--- config.mk ---
export PLATFORM = sky130hd
export DESIGN_NAME = stdp_sched_q14
export DESIGN_NICKNAME = d
export VERILOG_FILES = /design/src/rtl/stdp_sched_q14.sv
export SDC_FILE = /design/constraint.sdc
export NUM_CORES = 1
export LEC_CHECK = 0
export ABC_AREA = 1
export CAP_MARGIN = 20
export CORE_MARGIN = 3
export CORE_UTILIZATION = 40
export CTS_BUF_LIST = sky130_fd_sc_hd__clkbuf_8
export DETAILED_ROUTE_END_ITERATION = 10
export PLACE_DENSITY = 0.72
export SKIP_LAST_GASP = 1
export SYNTH_ARGS = -nofsm -noshare
export SYNTH_HDL_FRONTEND = slang
export SYNTH_SLANG_ARGS = --single-unit
--- constraint.sdc ---
create_clock -name clk -period 6.7 [get_ports clk]
set_clock_uncertainty 0.15 [all_clocks]
set_input_delay 1.34 -clock clk [delete_from_list [all_inputs] [get_ports clk]]
set_output_delay 1.34 -clock clk [all_outputs]
set_load 0.01 [all_outputs]
--- src/rtl/stdp_sched_q14.sv ---
// rtl/stdp_sched_q14.sv - per-timestep STDP weight read-modify-write scheduler
// Optional STDP_SCHED_STATS_EN adds saturating ltp_count/ltd_count outputs.
module stdp_sched_q14 #(
    parameter int F  = 48,
    parameter int N  = 96,
    parameter int AW = $clog2(F*N)
) (
    input  logic                 clk,
    input  logic                 rstn,
    input  logic                 enable,
    input  logic                 step_valid,
    output logic                 step_ready,
    input  logic [F-1:0]         pre_bits,
    input  logic [N-1:0]         post_bits,
    input  logic signed [15:0]   eta,
    input  logic [7:0]           eta_shift,
    input  logic signed [15:0]   wmin,
    input  logic signed [15:0]   wmax,
    output logic                 rd_req,
    output logic [AW-1:0]        rd_addr,
    input  logic                 rd_gnt,
    input  logic signed [15:0]   rd_data,
    output logic                 w_we,
    output logic [AW-1:0]        w_addr,
    output logic signed [15:0]   w_wdata,
    output logic                 busy,
    output logic                 done
`ifdef STDP_SCHED_STATS_EN
    ,
    output logic [31:0]          ltp_count,
    output logic [31:0]          ltd_count
`endif
);

    localparam int FW = (F > 1) ? $clog2(F) : 1;
    localparam int NW = $clog2(N + 1);

    localparam logic [2:0] S_IDLE = 3'd0;
    localparam logic [2:0] S_SCAN = 3'd1;
    localparam logic [2:0] S_RD   = 3'd2;
    localparam logic [2:0] S_WAIT = 3'd3;
    localparam logic [2:0] S_WR   = 3'd4;
    localparam logic [2:0] S_DONE = 3'd5;

    logic [2:0]         state_q, state_d;
    logic [F-1:0]       pre_q, pre_d;
    logic [N-1:0]       post_q, post_d;
    logic [FW-1:0]      f_q, f_d;
    logic [NW-1:0]      n_q, n_d;
    logic signed [15:0] dltp_q, dltp_d;
    logic signed [15:0] dltd_q, dltd_d;
    logic signed [15:0] wdata_q, wdata_d;

    logic [AW-1:0]      addr;
    logic [N-1:0]       n_onehot;
    logic [F-1:0]       f_onehot;
    logic               post_hit;
    logic               pre_hit;
    logic signed [15:0] eta_sh;
    logic signed [16:0] sum;
    logic signed [16:0] wmin_x;
    logic signed [16:0] wmax_x;
    logic signed [15:0] new_w;

    assign addr     = AW'(32'(f_q) * 32'(N) + 32'(n_q));
    assign n_onehot = {{(N-1){1'b0}}, 1'b1} << n_q;
    assign f_onehot = {{(F-1){1'b0}}, 1'b1} << f_q;
    assign post_hit = |(post_q & n_onehot);
    assign pre_hit  = |(pre_q & f_onehot);
    assign eta_sh   = eta >>> eta_shift;

    // Upper clamp is checked first so that an inverted window (wmin > wmax) always yields wmax.
    always_comb begin
        wmin_x = {wmin[15], wmin};
        wmax_x = {wmax[15], wmax};
        sum    = {rd_data[15], rd_data} +
                 (pre_hit ? {dltp_q[15], dltp_q} : -{dltd_q[15], dltd_q});
        if (sum > wmax_x || wmin_x > wmax_x) begin
            new_w = wmax;
        end else if (sum < wmin_x) begin
            new_w = wmin;
        end else begin
            new_w = sum[15:0];
        end
    end

    always_comb begin
        state_d = state_q;
        pre_d   = pre_q;
        post_d  = post_q;
        f_d     = f_q;
        n_d     = n_q;
        dltp_d  = dltp_q;
        dltd_d  = dltd_q;
        wdata_d = wdata_q;
        case (state_q)
            S_IDLE: begin
                if (step_valid) begin
                    pre_d   = pre_bits;
                    post_d  = post_bits;
                    f_d     = '0;
                    n_d     = '0;
                    dltp_d  = eta_sh;
                    dltd_d  = eta_sh >>> 1;
                    state_d = (enable && (|post_bits)) ? S_SCAN : S_DONE;
                end
            end
            S_SCAN: begin
                // Processed columns are cleared, so any remaining bit lies at or above n.
                if (post_q == '0) begin
                    state_d = S_DONE;
                end else if (post_hit) begin
                    f_d     = '0;
                    state_d = S_RD;
                end else begin
                    n_d = n_q + NW'(1);
                end
            end
            S_RD: begin
                if (rd_gnt) begin
                    state_d = S_WAIT;
                end
            end
            S_WAIT: begin
                wdata_d = new_w;
                state_d = S_WR;
            end
            S_WR: begin
                if (f_q == FW'(F - 1)) begin
                    post_d  = post_q & ~n_onehot;
                    n_d     = n_q + NW'(1);
                    f_d     = '0;
                    state_d = S_SCAN;
                end else begin
                    f_d     = f_q + FW'(1);
                    state_d = S_RD;
                end
            end
            S_DONE: begin
                state_d = S_IDLE;
            end
            default: begin
                state_d = S_IDLE;
            end
        endcase
    end

    always_ff @(posedge clk or negedge rstn) begin
        if (!rstn) begin
            state_q <= S_IDLE;
            pre_q   <= '0;
            post_q  <= '0;
            f_q     <= '0;
            n_q     <= '0;
            dltp_q  <= '0;
            dltd_q  <= '0;
            wdata_q <= '0;
        end else begin
            state_q <= state_d;
            pre_q   <= pre_d;
            post_q  <= post_d;
            f_q     <= f_d;
            n_q     <= n_d;
            dltp_q  <= dltp_d;
            dltd_q  <= dltd_d;
            wdata_q <= wdata_d;
        end
    end

    assign step_ready = (state_q == S_IDLE);
    assign busy       = (state_q != S_IDLE);
    assign done       = (state_q == S_DONE);
    assign rd_req     = (state_q == S_RD);
    assign w_we       = (state_q == S_WR);
    assign rd_addr    = addr;
    assign w_addr     = addr;
    assign w_wdata    = wdata_q;

`ifdef STDP_SCHED_STATS_EN
    logic [31:0] ltp_q, ltp_d;
    logic [31:0] ltd_q, ltd_d;

    always_comb begin
        ltp_d = ltp_q;
        ltd_d = ltd_q;
        if (state_q == S_WR) begin
            if (pre_hit) begin
                if (ltp_q != '1) ltp_d = ltp_q + 32'd1;
            end else begin
                if (ltd_q != '1) ltd_d = ltd_q + 32'd1;
            end
        end
    end

    always_ff @(posedge clk or negedge rstn) begin
        if (!rstn) begin
            ltp_q <= '0;
            ltd_q <= '0;
        end else begin
            ltp_q <= ltp_d;
            ltd_q <= ltd_d;
        end
    end

    assign ltp_count = ltp_q;
    assign ltd_count = ltd_q;
`endif

endmodule

==> metrics.log, run 1 <==
[metrics] result of the run: finished, final reports clean
[metrics] worst skew pair latency: 0.52 ns
[metrics] Worst Hold Margin: 0.341 ns
[metrics] largest stage delay on the critical path: between 0.4 and 0.5 ns
[metrics] Non-Filler Instances: 3,030
[metrics] post-detailed-route wirelength per cell: 19.2 um
[metrics] number of antenna violations at the first check in global routing: 0
[metrics] number of enable flip-flop cells after synthesis: 0
[metrics] Synth Instances: 2,326
[metrics] pwr/cell area: 408 nW/um^2
[metrics] Pins Over Slew Limit: 0
[metrics] Die Area: 41,300 um^2
[metrics] mean area per synthesized cell: around 6.7 um^2
[metrics] slew at the pin closest to its max-slew limit: 1.10 ns
[metrics] most frequent standard cell in the layout excluding fill and tap cells: sky130_fd_sc_hd__nand2_1
[metrics] net switching power figure: 3.95 mW
[metrics] Max Buffers Root-to-Sink: 2
[metrics] Synth async-reset ratio: 100%
[metrics] worst max-slew margin expressed relative to the limit: 25.9%
[metrics] proportion of synthesized chip area in sequential cells: a little under a third
[metrics] Post-synth top flop: sky130_fd_sc_hd__dfrtp_1
[metrics] Syn Nets: 2,637
[metrics] final number of setup-violating endpoints: 0
[metrics] number of placed instances, taps included: between 2,000 and 3,000
[metrics] Setup WS post-layout: 0.526 ns
[metrics] Area growth syn-to-layout: 20.6%
[metrics] quantity of hold-fixing buffers added after cts: 0
[metrics] final standard cell utilization of the core: 49.3%
[metrics] data required time at the worst endpoint: ~7 ns
[metrics] total number of vias: 16,896
[metrics] global-route usage over all layers: 27.5%
[metrics] fraction of final layout cells sized beyond drive strength 1: 3.81%
[metrics] CTS clk-pin slew, worst paths: 0.11 ns
[metrics] commonest cells after routing, fill and taps aside: sky130_fd_sc_hd__nand2_1 (670), sky130_fd_sc_hd__clkdlybuf4s50_1 (266), sky130_fd_sc_hd__nor2_1 (233), sky130_fd_sc_hd__inv_1 (217), sky130_fd_sc_hd__dfrtp_1 (191)
[metrics] post-detailed-placement half-perimeter wirelength: 45.1 mm
[metrics] cell repeated most along the worst path: sky130_fd_sc_hd__nand2_1
[metrics] Chip Height: 203 um
[metrics] IO buf count: 267
[metrics] filler cell count in the final layout: a little under 4,000
[metrics] largest net degree at the start of global routing: 110
[metrics] Peak VDD IR: 0.218 mV
[metrics] sequential cell fraction of total power: about 28%
[metrics] number of nets still failing antenna checks after routing: 0
[metrics] number of buffers inserted during clock tree synthesis: 17
[metrics] post-synth cell types: 51
[metrics] cell with the largest stage delay on the worst path: sky130_fd_sc_hd__dfrtp_1
[metrics] Achievable Freq: 162 MHz
[metrics] number of buffers inserted by post-CTS setup repair: 0
[metrics] Final period util: between 90% and 100%
[metrics] wire length reported by the detailed router: 58.3 mm
[metrics] internal power contribution: 3.70 mW
[metrics] final weighted congestion of routability-driven global placement: 0.984
[metrics] cell area after synthesis: roughly 16,000 um^2
[metrics] type of destination of the critical path: register
[metrics] Clock power frac: 10.8%
[metrics] Clock Sink Count: 192
[metrics] wire length of the first global-routing pass: 90.0 mm
[metrics] DR iter-0 viols: 1,996
[metrics] DRC: 0
[metrics] TritonCTS clock tree: yes
[metrics] Static Leakage: 9.27 nW
[metrics] CP Launch Type: register
[metrics] unrepaired setup endpoints after global routing: true
[metrics] final hold violation count: 0
[metrics] clock tree root buffer cell: sky130_fd_sc_hd__clkbuf_8
[metrics] Tightest Hold Check Type: reg2reg
[metrics] peak fanout along the critical path: 23
[metrics] top-level port count: approximately 270
[metrics] switching portion of total power: 51.6%
[metrics] effective utilization at floorplan: 40.9%
[metrics] shortest clock period the worst path allows after layout: 6.17 ns
[metrics] register bit total from synthesis: 192
[metrics] Die X: 203 um
[metrics] vias per std cell: 5.58
[metrics] pre-CTS worst setup slack: 0.251 ns
[metrics] Remaining Overflow, GRT: 0
[metrics] maximum capacitance violations: 0
[metrics] deepest level of the CTS H-tree: 4
[metrics] vias in the first global route: about 16,000
[metrics] combinational power share: 60.9%
[metrics] data arrival time of the worst path: ~6.5 ns
[metrics] number of rows in the core area: 71
[metrics] type of the setup path with the least slack: reg2reg
[metrics] total number of nets in the final design: 2,816
[metrics] DR pass1 iterations: 6
[metrics] warning count from the yosys run: 0
[metrics] Core ar.: 38,000 um^2
[synth_stat cells (8+ instances only)]
cell | number | share of area (%)
sky130_fd_sc_hd__a21o_1 | 8 | 0.39
sky130_fd_sc_hd__a21oi_1 | 72 | 2.3
sky130_fd_sc_hd__a22o_1 | 27 | 1.5
sky130_fd_sc_hd__a32o_1 | 9 | 0.58
sky130_fd_sc_hd__buf_2 | 30 | 0.97
sky130_fd_sc_hd__buf_4 | 29 | 1.4
sky130_fd_sc_hd__buf_6 | 13 | 0.94
sky130_fd_sc_hd__clkbuf_1 | 50 | 1.2
sky130_fd_sc_hd__dfrtp_1 | 192 | 31
sky130_fd_sc_hd__ha_1 | 87 | 7.0
sky130_fd_sc_hd__inv_1 | 218 | 5.3
sky130_fd_sc_hd__inv_2 | 10 | 0.24
sky130_fd_sc_hd__nand2_1 | 671 | 16
sky130_fd_sc_hd__nand3_1 | 175 | 5.6
sky130_fd_sc_hd__nand4_1 | 104 | 4.2
sky130_fd_sc_hd__nor2_1 | 233 | 5.6
sky130_fd_sc_hd__nor3_1 | 65 | 2.1
sky130_fd_sc_hd__nor4_1 | 29 | 1.2
sky130_fd_sc_hd__o211ai_1 | 10 | 0.48
sky130_fd_sc_hd__o21ai_0 | 182 | 5.9
sky130_fd_sc_hd__xor2_1 | 24 | 1.4
[cells by family (layout without fill, tap and decap cells)]
| group | Yosys count | after routing | synth area share (%) |
|---|---|---|---|
| buffers and inverters | 357 | 549 | 10.2 |
| other | 0 | 1 | 0 |
| adders and majority gates | 90 | 90 | 7.39 |
| DFF | 192 | 192 | 30.9 |
| muxes | 3 | 3 | 0.193 |
| and+or+nand+nor | 1316 | 1316 | 37.0 |
| AOI/OAI and AO/OA | 338 | 338 | 12.6 |
| xor gates and xnor gates | 30 | 30 | 1.69 |
[metrics by stage]
step / area (um^2) / setup TNS [ns] / total power, mW
finish: 18700 / 0 / 7.65
global route: 18700 / -0.868 / 8.35
CTS: 18700 / 0 / 7.54
detailed placement: 18300 / 0 / 6.70
global placement: 18300 / 0 / 6.61
floorplan: 15500 / 0 / 5.22
[worst max-delay path: cells and delay by family (launching register included)]
| kind | cells | cell delay (ns) |
|---|---|---|
| adders and majority gates | 5 | 1.52 |
| buffers and inverters | 3 | 0.17 |
| AOI/OAI and AO/OA | 6 | 0.76 |
| DFF | 1 | 0.47 |
| and+or+nand+nor | 25 | 3.00 |
[layer usage]
metal  track usage, %  routed length [um]  vias up
li1                 -                   -     8079
met1             40.6               26700     7978
met2             41.7               25100      768
met3             5.29                5170       71
met4             6.54                1230        0
met5                0                   0        -
[layout make-up]
class	instances	area (um^2)	area share (%)
diodes	1	2.50	0.0133
clock buffers	17	234	1.25
clock inverters	15	169	0.901
inverters	232	877	4.68
multi-input cells	1777	9180	49.0
flip-flops and latches	192	4810	25.6
well taps	511	639	3.41
repair buffers	285	2840	15.1
[power by group through the flow]
stage,combinational [mW],sequential (mW),clock [mW]
2_1_floorplan,3.21,2.00,0
3_3_place_gp,4.45,2.16,0
3_5_place_dp,4.54,2.16,0
4_1_cts,4.55,2.14,0.843
5_1_grt,5.25,2.21,0.883
6_report,4.66,2.17,0.825
[repair_timing]
item | 4_1_cts | 5_1_grt
setup endpoints to repair | 0 | 16
endpoints found under the hold margin | 0 | 0
resized for setup | 0 | 5
[registers in the layout, summed over array words and instances (netlist names)]
| register | cells |
|---|---|
| n_q | 7 |
| f_q | 6 |
| pre_q | 48 |
| w_wdata | 16 |
| dltp_q | 16 |
| post_q | 96 |
| state_q | 3 |
[worst paths after layout]
check	slack, ns	from	cells after the start	endpoint
min in group asynchronous	0.73	rstn	1	post_q[24]$_DFFE_PN0P_
min reg2reg	0.34	w_wdata[10]$_DFFE_PN0P_	2	w_wdata[10]$_DFFE_PN0P_
max reg2reg	0.53	f_q[0]$_DFFE_PN0P_	39	w_wdata[15]$_DFFE_PN0P_
max	0.53	f_q[0]$_DFFE_PN0P_	39	w_wdata[15]$_DFFE_PN0P_
min	0.34	w_wdata[10]$_DFFE_PN0P_	2	w_wdata[10]$_DFFE_PN0P_
max in group asynchronous	4.64	rstn	2	pre_q[20]$_DFFE_PN0P_
No activity file was read; power rests on OpenSTA's default activity.
==> run 2, diff against run 1 <==
Clock period 6.7 ns to 7.6 ns, I/O delays scaled along.
==> run 2 against run 1 <==
Against the previous run: power down 13%; die area did not move; design area is 0.28% lower; wire length is 1.2% lower; combinational power fell by 13%; via count fell by 0.89%; critical path type unchanged.
==> metrics.log, run 2 (synthesized netlist as in run 1, its figures left out) <==
[metrics] number of rows in the core area: 71 (unchanged)
[metrics] cell with the largest stage delay on the worst path: sky130_fd_sc_hd__dfrtp_1
[metrics] Die Area: 41,300 um^2 (unchanged)
[metrics] post-detailed-placement half-perimeter wirelength: 44.7 mm (-0.88%)
[metrics] wire length of the first global-routing pass: 89.2 mm (-0.88%)
[metrics] total number of nets in the final design: 2,813 (-0.11%)
[metrics] Chip Height: 203 um (unchanged)
[metrics] Max Buffers Root-to-Sink: 2 (unchanged)
[metrics] TritonCTS clock tree: yes
[metrics] clock tree root buffer cell: sky130_fd_sc_hd__clkbuf_8
[metrics] pre-CTS worst setup slack: 0.915 ns (+0.664 ns)
[metrics] Core ar.: 38,000 um^2 (unchanged)
[metrics] registers with the highest flip-flop counts: post_q: 96 flops, pre_q: 48 flops
[metrics] shortest clock period the worst path allows after layout: 6.60 ns (+0.425 ns)
[metrics] Static Leakage: 9.25 nW (-0.17%)
[metrics] slew at the pin closest to its max-slew limit: 1.14 ns (+0.0334 ns)
[metrics] number of buffers inserted during clock tree synthesis: 17 (unchanged)
[metrics] worst max-slew margin expressed relative to the limit: 23.9% (-2.0 points)
[metrics] type of destination of the critical path: register
[metrics] pwr/cell area: 358 nW/um^2 (-12%)
[metrics] result of the run: finished, final reports clean
[metrics] final hold violation count: 0 (unchanged)
[metrics] minimum setup slack among reg-to-reg paths: 1.00 ns (+0.48 ns)
[metrics] FF/Latch Area: 4810 um^2 (unchanged)
[metrics] most frequent standard cell in the layout excluding fill and tap cells: sky130_fd_sc_hd__nand2_1
[metrics] CP top delay family: simple AND/OR/NAND/NOR gates
[metrics] vias per std cell: 5.53 (-0.83%)
[metrics] max FFs per register: 96 (unchanged)
[metrics] Final period util: 86.8% (-5.3 points)
[metrics] DR pass1 iterations: 7 (+1)
[metrics] fraction of final layout cells sized beyond drive strength 1: 3.62% (-0.19 points)
[metrics] Non-Filler Instances: 3,028 (-0.066%)
[metrics] CTS clk-pin slew, worst paths: 0.11 ns (about the same)
[metrics] final weighted congestion of routability-driven global placement: 0.999 (+1.5%)
[metrics] total number of vias: 16,745 (-0.89%)
[metrics] unrepaired setup endpoints after global routing: false
[metrics] Die X: 203 um (unchanged)
[metrics] deepest level of the CTS H-tree: 4 (unchanged)
[metrics] Pins Over Slew Limit: 0 (unchanged)
[metrics] largest stage delay on the critical path: 0.78 ns (+0.31 ns)
[metrics] Setup WS post-layout: 1.00 ns (+0.475 ns)
[metrics] peak fanout along the critical path: 30 (+30%)
[metrics] top-level port count: 268 (unchanged)
[metrics] Clock Sink Count: 192 (unchanged)
[metrics] global-route usage over all layers: 27.3% (-0.25 points)
[metrics] data required time at the worst endpoint: 7.89 ns (+0.91 ns)
[metrics] Remaining Overflow, GRT: 0 (unchanged)
[metrics] combined area of the multi-input logic cells: 9160 um^2 (-0.20%)
[metrics] Achievable Freq: 152 MHz (-6.4%)
[metrics] Peak VDD IR: 0.221 mV (+1.4%)
[metrics] CP Launch Type: register
[metrics] largest net degree at the start of global routing: 84 (-24%)
[metrics] Worst Hold Margin: 0.333 ns (-0.00760 ns)
[metrics] DR iter-0 viols: 1,775 (-11%)
[metrics] effective utilization at floorplan: 40.9% (unchanged)
[metrics] Tightest Hold Check Type: reg2reg
[metrics] worst skew pair latency: 0.52 ns (about the same)
[metrics] number of antenna violations at the first check in global routing: 3 (+3)
[metrics] final standard cell utilization of the core: 49.2% (-0.14 points)
[metrics] Total Neg Setup Slack: 0 ns (unchanged)
[metrics] post-detailed-route wirelength per cell: 19.0 um (-1.1%)
[metrics] IO buf count: 267 (unchanged)
[metrics] maximum capacitance violations: 0 (unchanged)
[metrics] Area growth syn-to-layout: 20.3%
[metrics] buffers plus inverters on the worst setup path: 4 (+1)
[metrics] data arrival time of the worst path: 6.89 ns (+0.43 ns)
[metrics] number of placed instances, taps included: 2,994 (unchanged)
[metrics] final number of setup-violating endpoints: 0 (unchanged)
[metrics] wire length reported by the detailed router: 57.6 mm (-1.2%)
[metrics] cell repeated most along the worst path: sky130_fd_sc_hd__nand2_1
[metrics] filler cell count in the final layout: 3,949 (+1.2%)
[metrics] vias in the first global route: 15,777 (+0.49%)
[metrics] number of nets still failing antenna checks after routing: 0 (unchanged)
[metrics] Largest Register: post_q
[metrics] commonest cells after routing, fill and taps aside: sky130_fd_sc_hd__nand2_1 (670), sky130_fd_sc_hd__clkdlybuf4s50_1 (266), sky130_fd_sc_hd__nor2_1 (233), sky130_fd_sc_hd__inv_1 (218), sky130_fd_sc_hd__dfrtp_1 (191)
[metrics] DRC: 0 (unchanged)
[metrics] type of the setup path with the least slack: reg2reg
run 2: cell count changes in the layout (fill, tap and decap cells not counted), sizes merged:
| cell | before | now |
|---|---|---|
| buf | 17 | 15 |
| bufinv | 1 | 3 |
| clkbuf | 19 | 20 |
| clkinvlp | 2 | 1 |
| diode | 1 | 3 |
| inv | 238 | 234 |
run 2: tightest hold or removal path: cells and delay by family (launching register included):
kind          cells  cell delay (ns)
flops             1             0.35
simple gates      2             0.11
run 2: routing by layer:
metal,part of all wire (%),vias up,GRT usage (%)
li1,-,8083,-
met1,46,7814,40.3
met2,42,758,40.0
met3,9.2,88,5.42
met4,2.8,2,8.78
met5,0.019,-,0
run 2: where the power goes:
group / internal (mW) / total [mW] / leakage (nW) / switching [mW]
Combinational: 1.48 / 4.04 / 6.67 / 2.56
Clock: 0.344 / 0.747 / 0.215 / 0.404
Sequential: 1.49 / 1.91 / 2.37 / 0.419
Total: 3.31 / 6.70 / 9.25 / 3.38
run 2: worst paths after layout:
path	start	to	depth (start not counted)
max in group asynchronous	rstn	pre_q[15]$_DFFE_PN0P_	2
worst max-delay path	f_q[4]$_DFFE_PN0P_	w_wdata[5]$_DFFE_PN0P_	38
worst min-delay path	pre_q[16]$_DFFE_PN0P_	pre_q[16]$_DFFE_PN0P_	2
min in group asynchronous	rstn	post_q[18]$_DFFE_PN0P_	1
worst min register to register	pre_q[16]$_DFFE_PN0P_	pre_q[16]$_DFFE_PN0P_	2
worst max register to register	f_q[4]$_DFFE_PN0P_	w_wdata[5]$_DFFE_PN0P_	38
run 2: through the flow:
stage	area (um^2)	power, mW
floorplan	15500	4.60
global placement	18300	5.82
detailed placement	18300	5.90
CTS	18700	6.66
global route	18700	7.31
finish	18700	6.70
run 2: area by class of cell:
class / count / share of cell area [%]
antenna: 3 / 0.0402
clock inverter: 12 / 0.830
tap: 511 / 3.42
multi-input combinational: 1777 / 49.0
sequential: 192 / 25.7
inverter: 232 / 4.67
clock buffer: 19 / 1.40
timing repair buffer: 282 / 14.9
run 2: what timing repair did:
| item | 4_1_cts | 5_1_grt |
|---|---|---|
| buffers inserted | 0 | 0 |
| resized for setup | 0 | 1 |
| hold buffers | 0 | 0 |
| setup endpoints to repair | 0 | 7 |
